## src/rtl/pipe_addr_ctrl.sv

```systemverilog
// Address/occupancy generator for the ADC sample pipeline circular buffer.
// Tracks write count, RAM addresses, occupancy, lock and slip status.
module pipe_addr_ctrl #(
    parameter int AW = 9
) (
    input  logic          CLK,
    input  logic          RST,
    input  logic          PIP_RST,
    input  logic          WE,
    input  logic          RE,
    input  logic [8:0]    PDEPTH,
    output logic [8:0]    WCNT,
    output logic [AW-1:0] WADDR,
    output logic [AW-1:0] RADDR,
    output logic [AW:0]   OCC,
    output logic          LOCKED,
    output logic          SLIP,
    output logic          DEPTH_CHG
);

    localparam logic [AW:0] OCC_FULL = {1'b1, {AW{1'b0}}};
    localparam logic [8:0]  WCNT_MAX = 9'h1FF;

    logic [8:0]    wcnt_q, wcnt_d;
    logic [AW-1:0] waddr_q, waddr_d;
    logic [AW-1:0] raddr_q, raddr_d;
    logic [AW:0]   occ_q, occ_d;
    logic          locked_q, locked_d;
    logic          slip_q, slip_d;
    logic          dchg_q, dchg_d;
    logic [8:0]    pdepth_q;

    logic wr_only, rd_only, under, over;

    always_comb begin
        wr_only = WE & ~RE;
        rd_only = RE & ~WE;
        under   = rd_only & (occ_q == '0);
        over    = wr_only & (occ_q == OCC_FULL);

        waddr_d  = waddr_q;
        raddr_d  = raddr_q;
        wcnt_d   = wcnt_q;
        occ_d    = occ_q;
        locked_d = locked_q | RE;
        // Imbalance only counts once running; under/overflow always do.
        slip_d   = slip_q | under | over | (locked_q & (WE ^ RE));
        dchg_d   = dchg_q | (locked_q & (PDEPTH != pdepth_q));

        if (WE && !over)
            waddr_d = waddr_q + 1'b1;
        if (RE && !under)
            raddr_d = raddr_q + 1'b1;
        if (WE && wcnt_q != WCNT_MAX)
            wcnt_d = wcnt_q + 1'b1;
        if (wr_only && !over)
            occ_d = occ_q + 1'b1;
        else if (rd_only && !under)
            occ_d = occ_q - 1'b1;
    end

    always_ff @(posedge CLK) begin
        if (RST || PIP_RST) begin
            wcnt_q   <= '0;
            waddr_q  <= '0;
            raddr_q  <= '0;
            occ_q    <= '0;
            locked_q <= 1'b0;
            slip_q   <= 1'b0;
            dchg_q   <= 1'b0;
            pdepth_q <= RST ? 9'd0 : PDEPTH;
        end else begin
            wcnt_q   <= wcnt_d;
            waddr_q  <= waddr_d;
            raddr_q  <= raddr_d;
            occ_q    <= occ_d;
            locked_q <= locked_d;
            slip_q   <= slip_d;
            dchg_q   <= dchg_d;
        end
    end

    assign WCNT      = wcnt_q;
    assign WADDR     = waddr_q;
    assign RADDR     = raddr_q;
    assign OCC       = occ_q;
    assign LOCKED    = locked_q;
    assign SLIP      = slip_q;
    assign DEPTH_CHG = dchg_q;

endmodule

```

## config.mk

```make
export PLATFORM = sky130hd
export DESIGN_NAME = pipe_addr_ctrl
export DESIGN_NICKNAME = d
export VERILOG_FILES = /design/src/rtl/pipe_addr_ctrl.sv
export SDC_FILE = /design/constraint.sdc
export NUM_CORES = 1
export LEC_CHECK = 0
export CORE_MARGIN = 4
export CORE_UTILIZATION = 36
export CTS_CLUSTER_SIZE = 14
export DETAILED_ROUTE_END_ITERATION = 12
export GPL_TIMING_DRIVEN = 0
export PLACE_DENSITY = 0.56
export SYNTH_ARGS = -nofsm -noshare
export SYNTH_HDL_FRONTEND = slang
export SYNTH_SLANG_ARGS = --single-unit
```

## constraint.sdc

```tcl
create_clock -name CLK -period 5.9 [get_ports CLK]
set_clock_uncertainty 0.1 [all_clocks]
set_input_delay 1.475 -clock CLK [delete_from_list [all_inputs] [get_ports CLK]]
set_output_delay 1.475 -clock CLK [all_outputs]
set_load 0.01 [all_outputs]
```

==> results.cfg, run 1 <==
[yosys]
ys_types = 41
synth_edf_count = 9
async_flop_share_pct = 0
synthCells = 279
syn-cell-area_um2 = 2520
synth_ff_type = dfxtp_1
syn_area_per_cell_um2 = 9.03
ys_warn_count = 0
seq_area_frac_synth_pct = 42.5
synth_fp_nets = 300
ys_seq_elements = 49

[global_routing]
grt_pass1_wl_mm = 9.58
grt_overflow_total = 0
grt_max_degree = 19
grt_use_total_pct = 14.1
first_global_vias = 2016
antenna_found_initial = 0

[outcome]
status = finished clean

[placement]
port-buffer-count = 53
place.gp.congestion = 0.805
place_inst = 428
place_hpwl_mm = 4.15
placed_area_um2 = 3170

[final_layout]
antenna_cells = 0
fin_area_um2 = 3280
most-common-layout-cells = 53 x clkdlybuf4s50_1, 42 x nor2_1, 40 x dfxtp_1
instances_no_fill = 436
layout.cells.most_common = clkdlybuf4s50_1
final_layout_size_suffix_gt1_share_pct = 6.47
area_growth_pct = 30.2
fin_nets = 360

[clock_tree]
cts_sinks = 49
cts_resized = 0
ctsHoldBuffers = 0
cts_root_buf = clkbuf_8
cts_setup_buffers = 0
insertion_delay_ns = 0.31
cts_buffers = 5
clkTransAtPathRegs_ns = 0.10
cts_max_level = 2
cts_max_path_buffers = 2
cts_tree = yes

[critical_path]
cp_data_required_time_ns = 6.04
cp-start-kind = input port
startpoint = WE
worstPathMaxFanout = 8
crit_type = in2reg
endpoint_kind = flip-flop
r2r-start = OCC[5]$_SDFFE_PP0P_
crit_arrival_ns = 4.27

[floorplan]
ioPinCount = 54
core_um2 = 6790
rows = 30
initial_core_util_pct = 37.1
dieWidth_um = 91.6
die_height_um = 91.6
dieArea_um2 = 8400

[pwr]
p_switching_uw = 179
ir_drop_mv = 0.111
power_frac_comb_pct = 14.2
power_leakage_nw = 1.12
p_per_area_nw_per_um2 = 209
netSwitchingFraction_pct = 26.1
p_seq_share_pct = 52.4
power.total_uw = 685
clkPwrFrac_pct = 33.3
p_int_uw = 506

[routing]
first_pass_iters = 4
vias = 2131
finalWirelength_mm = 5.71
drtAntennaViolNets = 0
post-route-drc-count = 0
wl_per_cell_um = 13.1
drtIter0Drc = 124
via_per_inst = 4.89

[sta]
setup-tns-final_ns = 0
max_clock_freq_mhz = 242
setup-violations-final = 0
rsz0062_at_grt = no
slew_headroom_pct = 35.4
hold_ws_ns = 0.389
fin_crit_sh_pct = 70.0
worst_pin_slew_ns = 0.968
finalMaxSlewViolations = 0
hold_viol = 0
fin_crit_ns = 4.13

[min_path]
hp-class = reg2reg
holdCritStartpoint = SLIP$_SDFF_PP0_

[flow_run]
cap_violations = 0
[stage by stage]
step / worst slack, ns / util (%)
floorplan: 2.34 / -
detailed placement: 1.43 / 46.6
CTS: 1.75 / 48.3
finish: 1.77 / 48.3
global placement: 1.45 / 46.6
global route: 1.54 / 48.3
[state kept, by name, indices dropped and copies added (netlist names)]
register	cells
WADDR	9
DEPTH_CHG	1
RADDR	9
SLIP	1
WCNT	9
LOCKED	1
pdepth_q	9
OCC	10
[kinds of logic (layout without fill, tap and decap cells)]
group | Yosys count | after routing | share of synthesized area [%]
AO/OA/AOI/OAI | 36 | 36 | 11.0
AND/OR/NAND/NOR | 127 | 127 | 25.1
adder cells (fa/ha/maj) | 7 | 7 | 3.48
XOR/XNOR | 33 | 33 | 11.5
buffers and inverters | 21 | 82 | 4.02
flip-flops | 49 | 49 | 42.5
multiplexers | 6 | 6 | 2.38
[synth_stat cells, types with 7 or more instances]
cell	number	area share, %
nor2_1	42	6.3
dfxtp_1	40	32
nand2_1	20	3.0
xnor2_1	19	6.6
xor2_1	14	4.9
nor2b_1	13	3.2
nor3_1	12	2.4
a21oi_1	11	2.2
nand4_1	10	2.5
edfxtp_1	9	11
nand3_1	8	1.6
clkbuf_1	7	1.0
ha_1	7	3.5
inv_1	7	1.0
[cell type report]
cell class | instances | area [µm²]
Inverter | 7 | 26.3
Timing Repair Buffer | 53 | 531
Clock buffer | 6 | 93.8
Sequential cell | 49 | 1070
Clock inverter | 2 | 16.3
Fill cell | 689 | 3510
Buffer | 14 | 75.1
Tap cell | 96 | 120
Multi-Input combinational cell | 209 | 1350
[critical path, stage by stage]
cell and delay, ns:
clkdlybuf4s50_1 0.58, ha_1 0.18, clkbuf_1 0.31, o31ai_1 0.15
xor2_1 0.16, ha_1 0.24, nor2b_1 0.27, nand2_1 0.08
or4b_1 0.50, a21o_1 0.18, a21oi_1 0.13
[final timing paths]
kind,depth (start not counted),to,slack (ns)
worst min register to register,2,SLIP$_SDFF_PP0_,0.39
worst max-delay path,11,OCC[8]$_SDFFE_PP0P_,1.77
worst max register to register,11,OCC[8]$_SDFFE_PP0P_,2.72
worst min-delay path,2,SLIP$_SDFF_PP0_,0.39
[power groups by stage]
stage | Combinational [mW] | Sequential [mW] | Clock (mW)
after floorplan | 0.0614 | 0.367 | 0
after global placement | 0.0977 | 0.367 | 0
after detailed placement | 0.0983 | 0.367 | 0
after CTS | 0.0989 | 0.360 | 0.236
after global routing | 0.109 | 0.361 | 0.249
final | 0.0976 | 0.359 | 0.228
[per-layer routing]
metal / up-vias / GRT usage, % / share of wire, %
met5: - / 0 / 0
met4: 0 / 4.15 / 1.2
met3: 4 / 4.18 / 4.4
met2: 38 / 21.2 / 44
met1: 990 / 19.4 / 50
li1: 1099 / - / -
Note: power is estimated with default switching activity, not from simulation.
==> run 2, diff against run 1 <==
==> constraint.sdc (replaced) <==
create_clock -name CLK -period 3.85 [get_ports CLK]
set_clock_uncertainty 0.1 [all_clocks]
set_input_delay 0.9625 -clock CLK [delete_from_list [all_inputs] [get_ports CLK]]
set_output_delay 0.9625 -clock CLK [all_outputs]
set_load 0.01 [all_outputs]
==> results of run 2 <==
Same layout as run 1 (identical final DEF). Status: finished clean.
Main changes from that run: setup slack after placement 1.43 ns -> -0.105 ns; setup slack after layout 1.77 ns -> 0.232 ns; register-to-register setup slack 2.72 ns -> 0.67 ns; total power 0.685 mW -> 1.05 mW; worst IR drop on VDD 0.111 mV -> 0.170 mV
==> run 3, diff against run 2 <==
--- a/config.mk
+++ b/config.mk
@@ -5,6 +5,7 @@
 export SDC_FILE = /design/constraint.sdc
 export NUM_CORES = 1
 export LEC_CHECK = 0
+export ABC_AREA = 1
 export CORE_MARGIN = 4
 export CORE_UTILIZATION = 36
 export CTS_CLUSTER_SIZE = 14
==> run 3 against run 2 <==
  * Register-to-register slack better by 0.83 ns
  * Combinational power is 54% higher
  * Cell count increased by 18%
  * Die area increased by 3.6%
  * Clock power grew 6.0%
  * Area after synthesis rose by 3.9%
  * Sequential power grew 3%
  * Sequential cell count unchanged
  * Final area up 2.6%
  * Worst setup slack better by 0.66 ns
  * Non-clock buffer count down 8
  * Critical path type unchanged
  * Highest routed layer unchanged
==> results.cfg, run 3 <==
[sta]
setup-tns-final_ns = 0
worst_pin_slew_ns = 0.974
hold_viol = 0
fin_crit_sh_pct = 76.7
hold_ws_ns = 0.357
max_clock_freq_mhz = 338
slew_headroom_pct = 35.1
finalMaxSlewViolations = 0
setup-violations-final = 0
rsz0062_at_grt = no
fin_crit_ns = 2.95
layout_setup_ws_ns = 0.895

[clock_tree]
cts_tree = yes
cts_max_path_buffers = 2
clkTransAtPathRegs_ns = 0.10
cts_root_buf = clkbuf_8
cts_sinks = 49
insertion_delay_ns = 0.31
cts_max_level = 2
ctsHoldBuffers = 0
cts_buffers = 5
cts_setup_buffers = 0
cts_resized = 0

[critical_path]
endpoint_kind = flip-flop
cp_data_required_time_ns = 3.96
r2r_slack_ns = 1.50
startpoint = WE
worstPathMaxFanout = 7
r2r-start = WCNT[0]$_SDFFE_PP0P_
cp-start-kind = input port
crit_end = OCC[8]$_SDFFE_PP0P_
reg2reg_depth = 14
crit_type = in2reg
crit_arrival_ns = 3.06
timing.rr.end = WCNT[7]$_SDFFE_PP0P_

[routing]
via_per_inst = 4.72
drtAntennaViolNets = 0
drtIter0Drc = 83
vias = 2428
post-route-drc-count = 0
finalWirelength_mm = 6.14
first_pass_iters = 4
wl_per_cell_um = 11.9

[yosys]
synthCells = 358
yosysTopAreaCell = dfxtp_1
synth.most_common_cell = nand2_1
async_flop_share_pct = 0
syn_area_per_cell_um2 = 7.31
synth_top_area_share_pct = 30.6
ys_top_cells_by_area = dfxtp_1 31%, edfxtp_1 10%, nand2_1 8.3%
synth_ff_type = dfxtp_1
ys_types = 35
seq_area_frac_synth_pct = 40.9
ys_seq_elements = 49
ys_warn_count = 0
syn-cell-area_um2 = 2620
ys_top_cells_by_count = 58 x nand2_1, 52 x inv_1, 44 x nor2_1
synth_fp_nets = 379
synth_edf_count = 9

[pwr]
p_per_area_nw_per_um2 = 347
power_leakage_nw = 1.38
ir_drop_mv = 0.134
power.total_mw = 1.17

[floorplan]
die_height_um = 93.3
dieWidth_um = 93.3
ioPinCount = 54
core_um2 = 6940
initial_core_util_pct = 37.7
dieArea_um2 = 8700
rows = 30

[final_layout]
fin_nets = 438
largest_register_ff_count = 10
fin_util_pct = 48.5
fin_area_um2 = 3370
final_layout_size_suffix_gt1_share_pct = 7.89
area_growth_pct = 28.6
instances_no_fill = 514
most-common-layout-cells = 58 x nand2_1, 52 x inv_1, 52 x clkdlybuf4s50_1
layout.cells.most_common = nand2_1
antenna_cells = 0

[global_routing]
grt_use_total_pct = 14.8
grt_max_degree = 19
first_global_vias = 2294
grt_pass1_wl_mm = 10.3
grt_overflow_total = 0
antenna_found_initial = 0

[min_path]
hp-class = reg2reg

[placement]
place.gp.congestion = 0.849
port-buffer-count = 52
pre_cts_slack_ns = 0.555
place_inst = 506
placed_area_um2 = 3260
place_hpwl_mm = 4.56

[outcome]
status = finished clean

[flow_run]
cap_violations = 0
[run 3: cell count changes after synthesis, moves of 5 or more]
cell	delta
a21oi_1	+13
inv_1	+45
inv_2	+6
mux2i_1	-6
nand2_1	+38
nand2_2	+7
nand3_1	+13
nand4_1	-6
nor2b_1	-13
o21ai_0	+21
or3_1	-5
xnor2_1	-18
xor2_1	-5
[run 3: final cells by class]
| cell class | instances | area [µm²] |
|---|---|---|
| flip-flops and latches | 49 | 1070 |
| clock buffers | 6 | 72.6 |
| plain buffers | 7 | 38.8 |
| well taps | 96 | 120 |
| multi-input cells | 244 | 1290 |
| clock inverters | 2 | 35.0 |
| repair buffers | 52 | 520 |
| inverters | 58 | 218 |
| fillers | 723 | 3580 |
[run 3: power breakdown]
group,total (mW),internal (mW),leakage (nW),switching [mW]
logic,0.231,0.0982,0.909,0.133
clock network,0.371,0.193,0.0552,0.177
registers,0.566,0.544,0.420,0.0223
total,1.17,0.835,1.38,0.333
[run 3: cells by family (layout without fill, tap and decap cells)]
group	Yosys count	after routing	share of synthesized area [%]
xor+xnor	10	10	3.35
flops	49	49	40.9
simple gates	161	161	28.7
fa+ha+maj	7	7	3.35
compound gates	66	66	13.9
buf+inv	65	125	9.80
[run 3: worst min path at each step]
stage	slack (ns)	depth (start not counted)	to	from
2_1_floorplan	0.37	2	DEPTH_CHG$_SDFF_PP0_	DEPTH_CHG$_SDFF_PP0_
3_3_place_gp	0.34	2	DEPTH_CHG$_SDFF_PP0_	DEPTH_CHG$_SDFF_PP0_
3_5_place_dp	0.35	2	DEPTH_CHG$_SDFF_PP0_	DEPTH_CHG$_SDFF_PP0_
4_1_cts	0.36	2	DEPTH_CHG$_SDFF_PP0_	DEPTH_CHG$_SDFF_PP0_
5_1_grt	0.39	2	DEPTH_CHG$_SDFF_PP0_	DEPTH_CHG$_SDFF_PP0_
6_report	0.36	2	DEPTH_CHG$_SDFF_PP0_	DEPTH_CHG$_SDFF_PP0_
[run 3: routing by layer]
| metal | share of wire, % | GRT usage, % |
|---|---|---|
| met1 | 49 | 19.4 |
| met2 | 45 | 23.5 |
| met3 | 5.8 | 3.86 |
| met4 | 0.78 | 4.76 |
| met5 | 0 | 0 |
[run 3: critical path: stages]
cell and delay (ns):
clkdlybuf4s50_1 0.53, ha_1 0.36, nand2_4 0.12, nand2_1 0.13, nand2_1 0.07, inv_1 0.05, ha_1 0.13, inv_1 0.04
nand2_1 0.08, nand2_1 0.07, nand2_1 0.12, nand3_1 0.11, nand3_1 0.08, nand2_1 0.05, nor2_1 0.10, nor2_1 0.05
